===== src/rtl/alu_seq_pkg.sv =====
// Shared definitions for the ALU operand sequencer: FSM states, phase
// encodings, ALU function codes and datapath widths.
package alu_seq_pkg;

    localparam int unsigned OPW = 6;   // operand width
    localparam int unsigned FXW = 3;   // function-code width
    localparam int unsigned PHW = 2;   // phase indicator width
    localparam int unsigned FLW = 3;   // latched flag width

    typedef enum logic [2:0] {
        S_A    = 3'd0,
        S_B    = 3'd1,
        S_F    = 3'd2,
        S_WAIT = 3'd3,
        S_SHOW = 3'd4
    } state_t;

    localparam logic [PHW-1:0] PH_A    = 2'd0;
    localparam logic [PHW-1:0] PH_B    = 2'd1;
    localparam logic [PHW-1:0] PH_F    = 2'd2;
    localparam logic [PHW-1:0] PH_SHOW = 2'd3;

    localparam logic [FXW-1:0] FXN_PASS_A = 3'b000;
    localparam logic [FXW-1:0] FXN_PASS_B = 3'b001;
    localparam logic [FXW-1:0] FXN_NEG_A  = 3'b010;
    localparam logic [FXW-1:0] FXN_NEG_B  = 3'b011;
    localparam logic [FXW-1:0] FXN_LT     = 3'b100;
    localparam logic [FXW-1:0] FXN_XNOR   = 3'b101;
    localparam logic [FXW-1:0] FXN_ADD    = 3'b110;
    localparam logic [FXW-1:0] FXN_SUB    = 3'b111;

    // Latched ALU status, MSB first: {compare, carry, overflow}
    typedef struct packed {
        logic cmp;
        logic c_out;
        logic overflow;
    } alu_flags_t;

    function automatic logic [PHW-1:0] phase_of(input state_t s);
        case (s)
            S_A:     phase_of = PH_A;
            S_B:     phase_of = PH_B;
            S_F:     phase_of = PH_F;
            default: phase_of = PH_SHOW;
        endcase
    endfunction

endpackage


===== src/rtl/alu_operand_sequencer_btn_debounce.sv =====
// Button conditioner: 2-flop synchronizer, stability counter and a one-cycle
// pulse on each accepted press.
//   clk, rst_n : clock, async active-low reset
//   i_btn      : raw, bouncy, active-high button
//   o_pulse    : one-cycle pulse per accepted 0->1 transition
module btn_debounce #(
    parameter int unsigned DEBOUNCE_CYCLES = 1_000_000
) (
    input  logic clk,
    input  logic rst_n,
    input  logic i_btn,
    output logic o_pulse
);

    localparam int unsigned CW = (DEBOUNCE_CYCLES > 1) ? $clog2(DEBOUNCE_CYCLES) : 1;
    localparam logic [CW-1:0] CNT_MAX = CW'(DEBOUNCE_CYCLES - 1);

    logic [1:0]    r_sync;
    logic [1:0]    r_fill;     // marks when r_sync[1] reflects a real post-reset sample
    logic          r_armed;    // set once the button has been seen released
    logic          r_level;
    logic          r_level_q;
    logic [CW-1:0] r_cnt;
    logic          r_pulse;

    always_ff @(posedge clk or negedge rst_n) begin
        if (!rst_n) begin
            r_sync    <= '0;
            r_fill    <= '0;
            r_armed   <= 1'b0;
            r_level   <= 1'b0;
            r_level_q <= 1'b0;
            r_cnt     <= '0;
            r_pulse   <= 1'b0;
        end else begin
            r_sync    <= {r_sync[0], i_btn};
            r_fill    <= {r_fill[0], 1'b1};
            // A button held through reset must be released before it can pulse
            if (r_fill[1] && !r_sync[1])
                r_armed <= 1'b1;
            if (r_sync[1] == r_level) begin
                r_cnt <= '0;
            end else if (r_cnt == CNT_MAX) begin
                r_level <= r_sync[1];
                r_cnt   <= '0;
            end else begin
                r_cnt <= r_cnt + CW'(1);
            end
            r_level_q <= r_level;
            r_pulse   <= r_level & ~r_level_q & r_armed;
        end
    end

    assign o_pulse = r_pulse;

endmodule


===== src/rtl/alu_operand_sequencer.sv =====
// Front end for the 6-bit ALU: steps through operand A, operand B and the
// function code from one switch bank, then latches the ALU result and flags.
//   clk, rst_n                 : clock, async active-low reset
//   sw, btn_enter, btn_clear   : board switches and raw buttons
//   a_out, b_out, fxn_out      : values driven into the ALU
//   alu_led, alu_bool,
//   alu_c_out, alu_overflow    : ALU combinational outputs
//   result, flags, valid       : latched ALU result/status
//   phase                      : entry phase (0=A, 1=B, 2=FXN, 3=SHOW)
module alu_operand_sequencer
    import alu_seq_pkg::*;
#(
    parameter int unsigned DEBOUNCE_CYCLES = 1_000_000
) (
    input  logic           clk,
    input  logic           rst_n,
    input  logic [OPW-1:0] sw,
    input  logic           btn_enter,
    input  logic           btn_clear,
    output logic [OPW-1:0] a_out,
    output logic [OPW-1:0] b_out,
    output logic [FXW-1:0] fxn_out,
    input  logic [OPW-1:0] alu_led,
    input  logic           alu_bool,
    input  logic           alu_c_out,
    input  logic           alu_overflow,
    output logic [OPW-1:0] result,
    output logic [FLW-1:0] flags,
    output logic           valid,
    output logic [PHW-1:0] phase
);

    logic w_enter_p;
    logic w_clear_p;

    btn_debounce #(.DEBOUNCE_CYCLES(DEBOUNCE_CYCLES)) u_enter_db (
        .clk     (clk),
        .rst_n   (rst_n),
        .i_btn   (btn_enter),
        .o_pulse (w_enter_p)
    );

    btn_debounce #(.DEBOUNCE_CYCLES(DEBOUNCE_CYCLES)) u_clear_db (
        .clk     (clk),
        .rst_n   (rst_n),
        .i_btn   (btn_clear),
        .o_pulse (w_clear_p)
    );

    state_t         r_state;
    state_t         w_next_state;
    logic           r_settle;      // S_WAIT has spent its settling cycle
    logic [PHW-1:0] r_phase;

    logic w_cap_a, w_cap_b, w_cap_f, w_latch, w_drop;

    logic [OPW-1:0] r_a, r_b, r_result;
    logic [FXW-1:0] r_fxn;
    alu_flags_t     r_flags;
    logic           r_valid;

    // State register; phase is registered from the next state so it moves with the capture
    always_ff @(posedge clk or negedge rst_n) begin
        if (!rst_n) begin
            r_state  <= S_A;
            r_phase  <= PH_A;
            r_settle <= 1'b0;
        end else begin
            r_state  <= w_next_state;
            r_phase  <= phase_of(w_next_state);
            r_settle <= (r_state == S_WAIT) && !r_settle && !w_clear_p;
        end
    end

    // Next-state logic; clear overrides everything
    always_comb begin
        w_next_state = r_state;
        if (w_clear_p) begin
            w_next_state = S_A;
        end else begin
            case (r_state)
                S_A:     if (w_enter_p) w_next_state = S_B;
                S_B:     if (w_enter_p) w_next_state = S_F;
                S_F:     if (w_enter_p) w_next_state = S_WAIT;
                S_WAIT:  if (r_settle)  w_next_state = S_SHOW;
                S_SHOW:  if (w_enter_p) w_next_state = S_A;
                default: w_next_state = S_A;
            endcase
        end
    end

    // Datapath strobes decoded from state and pulses
    always_comb begin
        w_cap_a = 1'b0;
        w_cap_b = 1'b0;
        w_cap_f = 1'b0;
        w_latch = 1'b0;
        w_drop  = 1'b0;
        if (!w_clear_p) begin
            case (r_state)
                S_A:     w_cap_a = w_enter_p;
                S_B:     w_cap_b = w_enter_p;
                S_F:     w_cap_f = w_enter_p;
                S_WAIT:  w_latch = r_settle;
                S_SHOW:  w_drop  = w_enter_p;
                default: ;
            endcase
        end
    end

    // Operand capture and result latch
    always_ff @(posedge clk or negedge rst_n) begin
        if (!rst_n) begin
            r_a      <= '0;
            r_b      <= '0;
            r_fxn    <= '0;
            r_result <= '0;
            r_flags  <= '0;
            r_valid  <= 1'b0;
        end else if (w_clear_p) begin
            r_a      <= '0;
            r_b      <= '0;
            r_fxn    <= '0;
            r_result <= '0;
            r_flags  <= '0;
            r_valid  <= 1'b0;
        end else begin
            if (w_cap_a) r_a   <= sw;
            if (w_cap_b) r_b   <= sw;
            if (w_cap_f) r_fxn <= sw[FXW-1:0];
            if (w_latch) begin
                r_result <= alu_led;
                r_flags  <= '{cmp: alu_bool, c_out: alu_c_out, overflow: alu_overflow};
                r_valid  <= 1'b1;
            end
            if (w_drop) r_valid <= 1'b0;
        end
    end

    assign a_out   = r_a;
    assign b_out   = r_b;
    assign fxn_out = r_fxn;
    assign result  = r_result;
    assign flags   = r_flags;
    assign valid   = r_valid;
    assign phase   = r_phase;

endmodule

===== config.mk =====
export PLATFORM = sky130hd
export DESIGN_NAME = alu_operand_sequencer
export DESIGN_NICKNAME = d
export VERILOG_FILES = /design/src/rtl/alu_seq_pkg.sv /design/src/rtl/alu_operand_sequencer_btn_debounce.sv /design/src/rtl/alu_operand_sequencer.sv
export SDC_FILE = /design/constraint.sdc
export NUM_CORES = 1
export LEC_CHECK = 0
export BUFFER_PORTS_ARGS = -buffer_cell sky130_fd_sc_hd__buf_4
export CAP_MARGIN = 10
export CORE_UTILIZATION = 33
export CTS_CLUSTER_DIAMETER = 150
export CTS_CLUSTER_SIZE = 14
export DETAILED_ROUTE_END_ITERATION = 10
export GPL_TIMING_DRIVEN = 0
export MAX_ROUTING_LAYER = met4
export PLACE_DENSITY = 0.52
export SLEW_MARGIN = 0
export SYNTH_ARGS = -nofsm -noshare
export SYNTH_HDL_FRONTEND = slang
export SYNTH_SLANG_ARGS = --single-unit

===== constraint.sdc =====
create_clock -name clk -period 4.6 [get_ports clk]
set_clock_uncertainty 0.15 [all_clocks]
set_input_delay 0.23 -clock clk [delete_from_list [all_inputs] [get_ports clk]]
set_output_delay 0.23 -clock clk [all_outputs]
set_load 0.01 [all_outputs]

==> flow_summary.ini, run 1 <==
[critical_path]
reg2reg_depth = 6
cp.required_ns = 4.66
cp_max_fo = 10
cp-end-kind = register
worstPathArrival_ns = 2.30
start_kind = register
worstSetupPathType = reg2reg

[clock_network]
worstSkewPairLatency_ns = 0.35
cts_sinks = 85
cts_hold_buf = 18
cts_setup_buffers = 0
clk_pin_slew_worst_paths_ns = 0.09
clk_path_buf_depth = 2
cts_root_buffer = clkbuf_8
cts_buffers = 9
htree_levels = 3
cts_tree = built
post_cts_resized = 0

[place]
io_buffers = 45
hpwl_mm = 4.79
place_congestion = 0.727

[grt]
antenna_found_initial = 0
overflow = 0
grt_max_degree = 86
grt_use_met3_pct = 2.35
grt_use_met1_pct = 18.2
grt_pass1_wl_mm = 12.3
gr-max-usage-layer = met2
use_met2_pct = 21.2
grt_pass1_vias = 2629
grtUsageTotal_pct = 13.8

[yosys]
synth_area_leader_cell = dfrtp_1
yosysWarnings = 0
syn_inst = 352
synth_nets = 373
ys_types = 38
ys_seq_area_share_pct = 57.4
syn_avg_cell_area_sq_um = 10.5
synth.top_cell.area_share_pct = 57.4
syn_area_sq_um = 3710
synthTopCellsByArea = dfrtp_1 (57%), nor2_1 (4.9%), mux2i_1 (4.6%)
ys_seq_elements = 85

[route]
first_pass_iters = 4
drt_iter0_drc = 71
routedWlPerCell_microns = 12.6
ant_nets = 0
vias_per_cell = 4.78
drc = 0
num_vias = 2728
drt_wl_total_mm = 7.20

[timing]
finalSetupTns_ns = 0
max-slew-margin-rel_pct = 31.7
tightest_slew_ns = 1.02
setup_viol = 0
fmax_mhz = 447
finalCritPeriodShare_pct = 48.7
rsz0062_at_grt = no
final-hold-violation-count = 0
timing.final.max_slew_violations = 0
period_minus_slack_ns = 2.24

[final_layout]
drive_gt1_share_pct = 16.2
n_antenna_cell = 0
syn_to_final_growth_pct = 24.6
nNetsFinal = 448

[min_path]
hold_class = reg2reg
min_path_cells = 0

[floorplan]
num_rows = 38
top_level_ports = 46
coreArea_sq_um = 10900
die_w_microns = 108
start_util_pct = 34.0
die_y_microns = 108
dieArea_sq_um = 11700

[power_and_ir_drop]
p_per_area_nw_per_um2 = 298
power_leakage_nw = 2.04
total_power_mw = 1.38
ir_drop_v = 0.000139

[flow_run]
max-cap-violations = 0

[outcome]
status = completed
==> Yosys cell counts <==
| cell | instances |
|---|---|
| nor4b_1 | 1 |
| a21oi_1 | 21 |
| clkbuf_1 | 14 |
| a21o_1 | 2 |
| nand2_1 | 34 |
| nand4_1 | 9 |
| and3_1 | 3 |
| dfrtp_1 | 85 |
| and3b_1 | 3 |
| a311oi_1 | 1 |
| nand2b_1 | 2 |
| inv_1 | 7 |
| nor3b_1 | 2 |
| and3_2 | 1 |
| nor4_1 | 5 |
| nor2_1 | 48 |
| nor3_1 | 8 |
| or3_1 | 6 |
| and2_1 | 2 |
| and4_1 | 4 |
| nor4bb_1 | 1 |
| ha_1 | 2 |
| xnor2_1 | 10 |
| or4_1 | 6 |
| o21ai_0 | 7 |
| nand4_4 | 1 |
| mux2_2 | 2 |
| or2_2 | 3 |
| mux2i_1 | 17 |
| xor2_1 | 17 |
| nand3_1 | 14 |
| nor3b_2 | 1 |
| nand4b_1 | 3 |
| buf_2 | 1 |
| conb_1 | 1 |
| a221oi_1 | 1 |
| nor2b_1 | 1 |
| o31ai_1 | 6 |
==> sequential cells by signal (all words and copies together) (netlist names), 3 cells and up <==
signal            flops
result                6
b_out                 6
u_clear_db.r_cnt     20
r_state               3
u_enter_db.r_cnt     20
a_out                 6
fxn_out               3
flags                 3
==> path summary, 6_finish.rpt <==
path	startpoint	end	slack [ns]
hold / removal	u_clear_db.r_fill[0]$_DFF_PN0_	u_clear_db.r_fill[1]$_DFF_PN0_	0.20
setup reg to reg	u_clear_db.r_cnt[2]$_DFF_PN0_	u_clear_db.r_cnt[6]$_DFF_PN0_	2.36
setup / recovery	u_clear_db.r_cnt[2]$_DFF_PN0_	u_clear_db.r_cnt[6]$_DFF_PN0_	2.36
min in group asynchronous	rst_n	flags[1]$_DFFE_PN0P_	0.46
hold reg to reg	u_clear_db.r_fill[0]$_DFF_PN0_	u_clear_db.r_fill[1]$_DFF_PN0_	0.20
max in group asynchronous	rst_n	u_enter_db.r_cnt[3]$_DFF_PN0_	3.19
==> routing by layer <==
| metal | routed length (microns) | part of all wire [%] | vias to the layer above |
|---|---|---|---|
| met3 | 198 | 2.8 | 6 |
| met1 | 3530 | 49 | 1314 |
| met2 | 3390 | 47 | 44 |
| met4 | 88 | 1.2 | 0 |
| li1 | - | - | 1364 |
| met5 | 0 | 0 | - |
==> logic make-up after synthesis <==
kind of cell             count (synthesis)  share of synthesized area (%)
AO/OA/AOI/OAI                           38                           5.87
XOR/XNOR                                27                           6.38
adder cells (fa/ha/maj)                  2                          0.675
buffers and inverters                   22                           2.26
flip-flops                              85                           57.4
multiplexers                            19                           5.20
other                                    1                          0.101
AND/OR/NAND/NOR                        158                           22.1
==> final cells by class <==
class,instances,area (sq um)
Fill cell,1037,6270
Sequential cell,85,2130
Multi-Input combinational cell,245,1500
Timing Repair Buffer,64,523
Tap cell,140,175
Clock buffer,9,124
Clock inverter,6,88.8
Buffer,15,57.6
Inverter,7,26.3
==> report_power, final <==
part           switching (mW)  leakage (nW)  total, mW  internal, mW
clock network           0.260         0.101      0.562         0.303
registers             0.00589          1.11      0.759         0.753
logic                  0.0307         0.823     0.0564        0.0257
total                   0.296          2.04       1.38          1.08
==> stage by stage <==
step / hold WS [ns] / instances / utilization, % / instance area (sq um) / worst slack (ns)
after floorplan: -0.216 / 352 / - / 3710 / 2.54
after global placement: 0.182 / 537 / 38.7 / 4220 / 2.25
after detailed placement: 0.185 / 537 / 38.7 / 4220 / 2.22
after CTS: 0.204 / 570 / 42.4 / 4610 / 2.19
after global routing: 0.216 / 571 / 42.4 / 4620 / 2.12
final: 0.199 / 571 / 42.4 / 4620 / 2.36
==> placed cells by master (no fill, tap or decap), types with 8 or more instances in the layout <==
| cell | synthesis | routed |
|---|---|---|
| dfrtp_1 | 85 | 85 |
| nor2_1 | 48 | 48 |
| buf_4 | 0 | 45 |
| nand2_1 | 34 | 34 |
| a21oi_1 | 21 | 21 |
| dlygate4sd3_1 | 0 | 18 |
| xor2_1 | 17 | 17 |
| mux2i_1 | 17 | 17 |
| nand3_1 | 14 | 14 |
| clkbuf_1 | 14 | 14 |
| xnor2_1 | 10 | 10 |
| nand4_1 | 9 | 9 |
| clkbuf_8 | 0 | 9 |
| nor3_1 | 8 | 8 |
==> critical path, stage by stage (launching register included) <==
cell      delay [ns]
dfrtp_1         0.42
and4_1          0.21
clkbuf_1        0.34
nand2_1         0.17
o31ai_1         0.31
clkbuf_1        0.39
nor2_1          0.11
Power figures use the tool's default switching activity.
==> run 2, diff against run 1 <==
PLACE_DENSITY = 0.54   (was 0.52)
clock period = 2 ns   (was 4.6 ns; I/O delays follow)
==> flow_summary.ini, run 2 (synthesis gave the netlist of run 1 again) <==
[timing]
tightest_slew_ns = 1.07
setup_viol = 0
period_minus_slack_ns = 1.95
timing.final.max_slew_violations = 0
max-slew-margin-rel_pct = 28.8
final-hold-violation-count = 0
rsz0062_at_grt = yes
finalCritPeriodShare_pct = 97.7
fmax_mhz = 512
finalSetupTns_ns = 0

[outcome]
status = completed

[min_path]
min_from = u_clear_db.r_fill[0]$_DFF_PN0_
hold_end = u_clear_db.r_fill[1]$_DFF_PN0_
hold_class = reg2reg
min_path_cells = 0

[final_layout]
finish.utilization_pct = 43.7
layout_common_cells = dfrtp_1 (83), buf_4 (59), nor2_1 (47)
layout_commonest_cell = dfrtp_1
syn_to_final_growth_pct = 28.5
n_antenna_cell = 0
top_regs = u_clear_db.r_cnt (20), u_enter_db.r_cnt (20)
nNetsFinal = 458
nFillCells = 1026
drive_gt1_share_pct = 22.9

[power_and_ir_drop]
power_leakage_nw = 2.12
ir_drop_v = 0.000269
p_per_area_nw_per_um2 = 617

[floorplan]
start_util_pct = 34.0
coreArea_sq_um = 10900
dieArea_sq_um = 11700
num_rows = 38
die_y_microns = 108
die_w_microns = 108
top_level_ports = 46

[route]
ant_nets = 0
first_pass_iters = 4
num_vias = 2824
vias_per_cell = 4.85
drt_iter0_drc = 167
routedWlPerCell_microns = 13.5
drt_wl_total_mm = 7.84
drc = 0

[clock_network]
htree_levels = 3
cts_buffers = 9
worstSkewPairLatency_ns = 0.35
cts_sinks = 85
cts_tree = built
clk_path_buf_depth = 2
clk_pin_slew_worst_paths_ns = 0.08
cts_root_buffer = clkbuf_8

[flow_run]
max-cap-violations = 0

[critical_path]
start_kind = register
rrSetupSlack_ns = 0.05
reg2reg_depth = 5
cp-end-kind = register
r2r-start = u_enter_db.r_cnt[0]$_DFF_PN0_
cp_max_fo = 6
max_stage_delay_ns = 0.50
reg2reg_to = u_enter_db.r_cnt[18]$_DFF_PN0_
worstPathCellList = ha_4, nand2_4, or4_4, or4_4, a21oi_2
worstPathArrival_ns = 2.09
cp.required_ns = 2.13
critPathMostFrequentCell = or4_4
worstSetupPathType = reg2reg
critPathSlowestCell = or4_4

[grt]
grt_max_degree = 86
overflow = 0
antenna_found_initial = 0
grt_pass1_vias = 2868
grtUsageTotal_pct = 15.2
grt_pass1_wl_mm = 13.4

[place]
io_buffers = 45
hpwl_mm = 4.99
place_congestion = 0.766
-- run 2: how the worst max path moves through the flow --
stage | to | slack (ns) | depth (start not counted) | from
after floorplan | u_enter_db.r_cnt[18]$_DFF_PN0_ | -0.05 | 5 | u_enter_db.r_cnt[3]$_DFF_PN0_
after global placement | u_clear_db.r_cnt[10]$_DFF_PN0_ | -0.24 | 6 | u_clear_db.r_cnt[2]$_DFF_PN0_
after detailed placement | valid$_DFFE_PN0P_ | -0.29 | 5 | r_state[0]$_DFF_PN0_
after CTS | u_enter_db.r_cnt[18]$_DFF_PN0_ | -0.003 | 6 | u_enter_db.r_cnt[1]$_DFF_PN0_
after global routing | u_enter_db.r_cnt[18]$_DFF_PN0_ | -0.02 | 5 | u_enter_db.r_cnt[0]$_DFF_PN0_
final | u_enter_db.r_cnt[18]$_DFF_PN0_ | 0.05 | 5 | u_enter_db.r_cnt[0]$_DFF_PN0_
-- run 2: power by group --
| group | internal (mW) | switching [mW] | leakage [nW] |
|---|---|---|---|
| Sequential | 1.73 | 0.0126 | 1.11 |
| Combinational | 0.0699 | 0.0801 | 0.932 |
| Clock | 0.444 | 0.597 | 0.0829 |
-- run 2: metal layers --
metal / global-route usage [%] / share of wire [%]
met2: 24.4 / 46
met4: 7.14 / 1.9
met5: - / 0
met3: 3.25 / 3.5
met1: 18.2 / 48
-- run 2: layout make-up --
type,count,area [sq um],area share (%)
buffer,10,45.0,0.946
sequential,85,2130,44.7
clock buffer,11,131,2.76
multi-input combinational,245,1570,33.0
clock inverter,5,27.5,0.578
timing repair buffer,79,654,13.7
tap,140,175,3.68
inverter,7,26.3,0.552
-- run 2: critical path: cells and delay by family (launching register included) --
family	cells	cell delay (ns)
simple gates	3	1.03
compound gates	1	0.13
flops	1	0.41
fa+ha+maj	1	0.17
-- run 2: repair_timing --
action                                 CTS  global route
setup buffers                           15             1
pin swaps                                5             3
setup endpoints to repair               49            53
hold buffers                            18             0
endpoints found under the hold margin  111             0
gates resized for setup                 17            13
-- run 2: metrics by stage --
step           hold slack (ns)  worst slack, ns  cells  power [mW]  instance area [sq um]
6_report                 0.204           0.0452    582        2.94                   4760
5_1_grt                  0.214          -0.0198    582        3.08                   4760
4_1_cts                  0.206         -0.00256    585        2.98                   4720
3_5_place_dp            0.0607           -0.294    537        1.89                   4220
3_3_place_gp            0.0609           -0.243    537        1.89                   4220
2_1_floorplan           -0.346          -0.0463    352        1.81                   3710
